<file path="src/rtl/cmp_run_monitor.sv">
// Run monitor behind the A/B equality comparator: counts consecutive
// equal samples, flags a run at RUN_LEN and hands it off via valid/ack.
module cmp_run_monitor #(
  parameter int W       = 2,
  parameter int RUN_LEN = 3,
  parameter int CNT_W   = 4
) (
  input  logic             clk,
  input  logic             rst,
  input  logic             en,
  input  logic [W-1:0]     A,
  input  logic [W-1:0]     B,
  input  logic             ack,
  output logic             eq,
  output logic [CNT_W-1:0] run_cnt,
  output logic             hit,
  output logic             rpt_valid,
  output logic [W-1:0]     rpt_data,
  output logic [CNT_W-1:0] rpt_idx,
  output logic             ovf
);

  localparam logic [1:0] S_IDLE = 2'd0;
  localparam logic [1:0] S_RUN  = 2'd1;
  localparam logic [1:0] S_DONE = 2'd2;

  localparam logic [CNT_W-1:0] CNT_MAX = {CNT_W{1'b1}};
  localparam logic [CNT_W-1:0] DET_AT  = CNT_W'(RUN_LEN - 1);

  logic [1:0]       r_state;
  logic [CNT_W-1:0] r_sample_cnt;
  logic             w_match;
  logic             w_det;
  logic             w_load;

  assign w_match = (A == B);

  // DONE blocks re-firing while the run continues, including at saturation
  assign w_det  = en & w_match & (run_cnt == DET_AT) & (r_state != S_DONE);
  assign w_load = w_det & (~rpt_valid | ack);

  always_ff @(posedge clk) begin
    if (rst) begin
      r_state      <= S_IDLE;
      r_sample_cnt <= '0;
      eq           <= 1'b0;
      run_cnt      <= '0;
      hit          <= 1'b0;
    end else begin
      hit <= w_det;
      if (en) begin
        eq           <= w_match;
        r_sample_cnt <= r_sample_cnt + 1'b1;
        if (!w_match) begin
          run_cnt <= '0;
          r_state <= S_IDLE;
        end else begin
          if (run_cnt != CNT_MAX)
            run_cnt <= run_cnt + 1'b1;
          if (w_det)
            r_state <= S_DONE;
          else if (r_state == S_IDLE)
            r_state <= S_RUN;
        end
      end
    end
  end

  always_ff @(posedge clk) begin
    if (rst) begin
      rpt_valid <= 1'b0;
      rpt_data  <= '0;
      rpt_idx   <= '0;
      ovf       <= 1'b0;
    end else if (w_load) begin
      rpt_valid <= 1'b1;
      rpt_data  <= A;
      rpt_idx   <= r_sample_cnt;
    end else if (w_det) begin
      ovf <= 1'b1;
    end else if (rpt_valid && ack) begin
      rpt_valid <= 1'b0;
    end
  end

endmodule
</file>
<file path="config.mk">
export PLATFORM = sky130hd
export DESIGN_NAME = cmp_run_monitor
export DESIGN_NICKNAME = d
export VERILOG_FILES = /design/src/rtl/cmp_run_monitor.sv
export SDC_FILE = /design/constraint.sdc
export NUM_CORES = 1
export LEC_CHECK = 0
export CELL_PAD_IN_SITES_DETAIL_PLACEMENT = 1
export CELL_PAD_IN_SITES_GLOBAL_PLACEMENT = 1
export CORE_ASPECT_RATIO = 2
export CORE_UTILIZATION = 30
export CTS_CLUSTER_SIZE = 14
export DETAILED_ROUTE_END_ITERATION = 7
export GPL_TIMING_DRIVEN = 1
export PLACE_DENSITY = 0.68
export SLEW_MARGIN = 20
export SYNTH_ARGS = -nofsm -noshare
export SYNTH_HDL_FRONTEND = slang
export SYNTH_SLANG_ARGS = --single-unit
export TNS_END_PERCENT = 20
</file>
<file path="constraint.sdc">
create_clock -name clk -period 1.4 [get_ports clk]
set_input_delay 0.35 -clock clk [delete_from_list [all_inputs] [get_ports clk]]
set_output_delay 0.35 -clock clk [all_outputs]
set_load 0.05 [all_outputs]
</file>
==> metrics.yaml <==
worstRegToRegCells: 7
dpl_cell_area_sq_um: 1330
r2r_start: "run_cnt[0]$_SDFFE_PP0P_"
fmax_mhz: 719
synthesis.nets: 107
place_ws_ns: -0.541
final_cells: 159
drive_above_1_share: 0.446
final_common_cell: "dfxtp_1"
route.detailed.drc: 0
coreArea_sq_um: 2700
ys_seq_elements: 20
timing.final.crit_share: 0.993
p_per_area_nw_per_um2: 763
row_count: 27
nets: 143
rsz0062_at_grt: "true"
cp.arrival_ns: 1.54
slowest_stage: "dfxtp_4"
antenna_found_initial: 0
area_growth_pct: 74.0
num_io_pins: 22
hold_buffers: 0
htree_levels: 1
synth_area_leader_cell: "dfxtp_1"
yosys.cell_types.count: 26
synth.area.top_cells: "dfxtp_1 (47%), a21oi_1 (5.9%), nor2_1 (5.8%)"
worstPathRequired_ns: 1.55
fin_skew_ns: 0.00470
path_class: "flip-flop to flip-flop"
final_cell_mix: "dfxtp_1 (16), buf_12 (14), nor2_1 (13), buf_4 (13)"
clk_latency_ns: 0.26
die_area_sq_um: 3060
cap_violations: 0
reg2reg_to: "rpt_data[1]$_SDFFE_PP0P_"
regArea_sq_um: 410
start_util: 0.314
avgSynthCellArea_sq_um: 8.84
num_vias: 831
grt_usage: 0.180
p_leak_nw: 0.582
fp.dieH_microns: 77.2
stdcell_area_sq_um: 1480
ant_nets: 0
drtIter0Drc: 5
grt_pass1_vias: 859
cp-start-kind: "flip-flop"
cts_root_buffer: "clkbuf_8"
port_buffers: 21
grt_max_degree: 13
timing.final.ws_setup_ns: 0.0100
cts_tree: "done"
place_inst: 153
fp.dieW_microns: 39.6
hpwl_microns: 1830
clock-sinks: 20
synth_area_sq_um: 848
status: "complete, no violations"
finalSetupViolCount: 0
peakVddDrop_mv: 0.476
routedWlPerCell_microns: 15.1
vias_per_cell: 5.23
first_pass_iters: 3
min_path_type: "flip-flop to flip-flop"
grt_pass1_wl_microns: 3860
multi_input_area_sq_um: 518
report.final.slew_viol_count: 0
cp-endpoint: "rpt_data[1]$_SDFFE_PP0P_"
cp_max_fo: 8
grt_overflow: 0
clk_pin_slew_ns: 0.07
numCtsBuffers: 3
finalWirelength_microns: 2410
routabilityCongestion: 0.761
n_fill_cell: 301
hold_viol_final: 0
antenna_cells: 0
tightest_slew_ns: 0.391
crit_start: "run_cnt[0]$_SDFFE_PP0P_"
slew_headroom: 0.739
synth_top_area_frac: 0.472
ys_seq_area_frac: 0.472
r2r_setup_slack_ns: 0.01
synthCells: 96
critPathCaptureType: "flip-flop"
ys_warn_count: 0
clk_path_buf_depth: 2
min_period_ns: 1.39
crit_chain: "inv_4 > ha_4 > and4bb_1 > nand4_1 > buf_6 > o21ai_1 > a21oi_2"
final_util: 0.546
cp_slowest_stage_delay_ns: 0.35
## worst min-delay path by stage
stage	slack, ns	start	cells after the start	endpoint
2_1_floorplan	0.46	r_sample_cnt[3]$_SDFFE_PP0P_	2	rpt_idx[3]$_SDFFE_PP0P_
3_3_place_gp	0.47	r_sample_cnt[3]$_SDFFE_PP0P_	2	rpt_idx[3]$_SDFFE_PP0P_
3_5_place_dp	0.49	r_sample_cnt[3]$_SDFFE_PP0P_	2	rpt_idx[3]$_SDFFE_PP0P_
4_1_cts	0.50	r_sample_cnt[3]$_SDFFE_PP0P_	2	rpt_idx[3]$_SDFFE_PP0P_
5_1_grt	0.52	r_sample_cnt[3]$_SDFFE_PP0P_	2	rpt_idx[3]$_SDFFE_PP0P_
6_report	0.50	r_sample_cnt[3]$_SDFFE_PP0P_	2	rpt_idx[3]$_SDFFE_PP0P_
## per-layer routing
metal,vias to the layer above,track usage,part of all wire
li1,402,-,-
met1,405,0.173,0.34
met2,19,0.343,0.62
met3,5,0.0173,0.027
met4,0,0.0724,0.019
met5,-,0,0
## state kept, by name, summed over array words and instances (netlist names)
| signal | flops |
|---|---|
| ovf | 1 |
| r_state | 2 |
| run_cnt | 4 |
| r_sample_cnt | 4 |
| rpt_valid | 1 |
| rpt_data | 2 |
| rpt_idx | 4 |
| eq | 1 |
| hit | 1 |
## timing repair
item / in CTS / in global routing
endpoints found under the setup margin: 16 / 9
hold endpoints to repair: 0 / 0
cloned: 0 / 0
resized for setup: 13 / 14
pin swaps: 10 / 13
setup buffers: 1 / 2
## per-stage QoR
step	total power, mW	hold WS (ns)	TNS, ns
after CTS	1.13	0.503	-0.0574
after detailed placement	0.746	0.491	-7.14
final	1.13	0.496	0
after global placement	0.737	0.473	-5.70
after floorplan	0.670	0.460	-0.111
after global routing	1.18	0.516	-0.232
## where the power goes
group          switching (mW)  internal (mW)
Clock                   0.182          0.192
Sequential             0.0123          0.578
Combinational          0.0824         0.0796
Total                   0.277          0.849
## critical path: cells and delay by family (launching register included)
family                     cells  cell delay [ns]
AOI/OAI and AO/OA              2             0.27
adders and majority gates      1             0.11
buffers and inverters          2             0.22
DFF                            1             0.35
and+or+nand+nor                2             0.35
## cell type report
type                    count  area share
flip-flops and latches     20       0.278
multi-input cells          69       0.351
clock buffers               3      0.0280
well taps                  29      0.0246
repair buffers             35       0.309
inverters                   3     0.00932
## cell families (layout without fill, tap and decap cells)
logic type	Yosys count	after routing	synth area share
simple gates	36	36	0.211
compound gates	22	22	0.150
flops	20	20	0.472
buf+inv	7	41	0.0369
xor+xnor	6	6	0.0620
fa+ha+maj	3	3	0.0443
mux	2	2	0.0236
## cell usage after synthesis
master,n
dfxtp_1,20
nor2_1,13
a21oi_1,10
nand3_1,8
o21ai_0,7
nand2_1,5
ha_1,3
inv_1,3
xnor2_1,3
xor2_1,3
a211oi_1,2
clkbuf_1,2
mux2i_1,2
nand2b_1,2
nand4_1,2
a21o_1,1
a32o_1,1
a41o_1,1
and2_1,1
and3_1,1
and4_1,1
and4bb_1,1
buf_2,1
buf_4,1
nor2b_1,1
nor4_1,1
No activity file was read; power rests on OpenSTA's default activity.
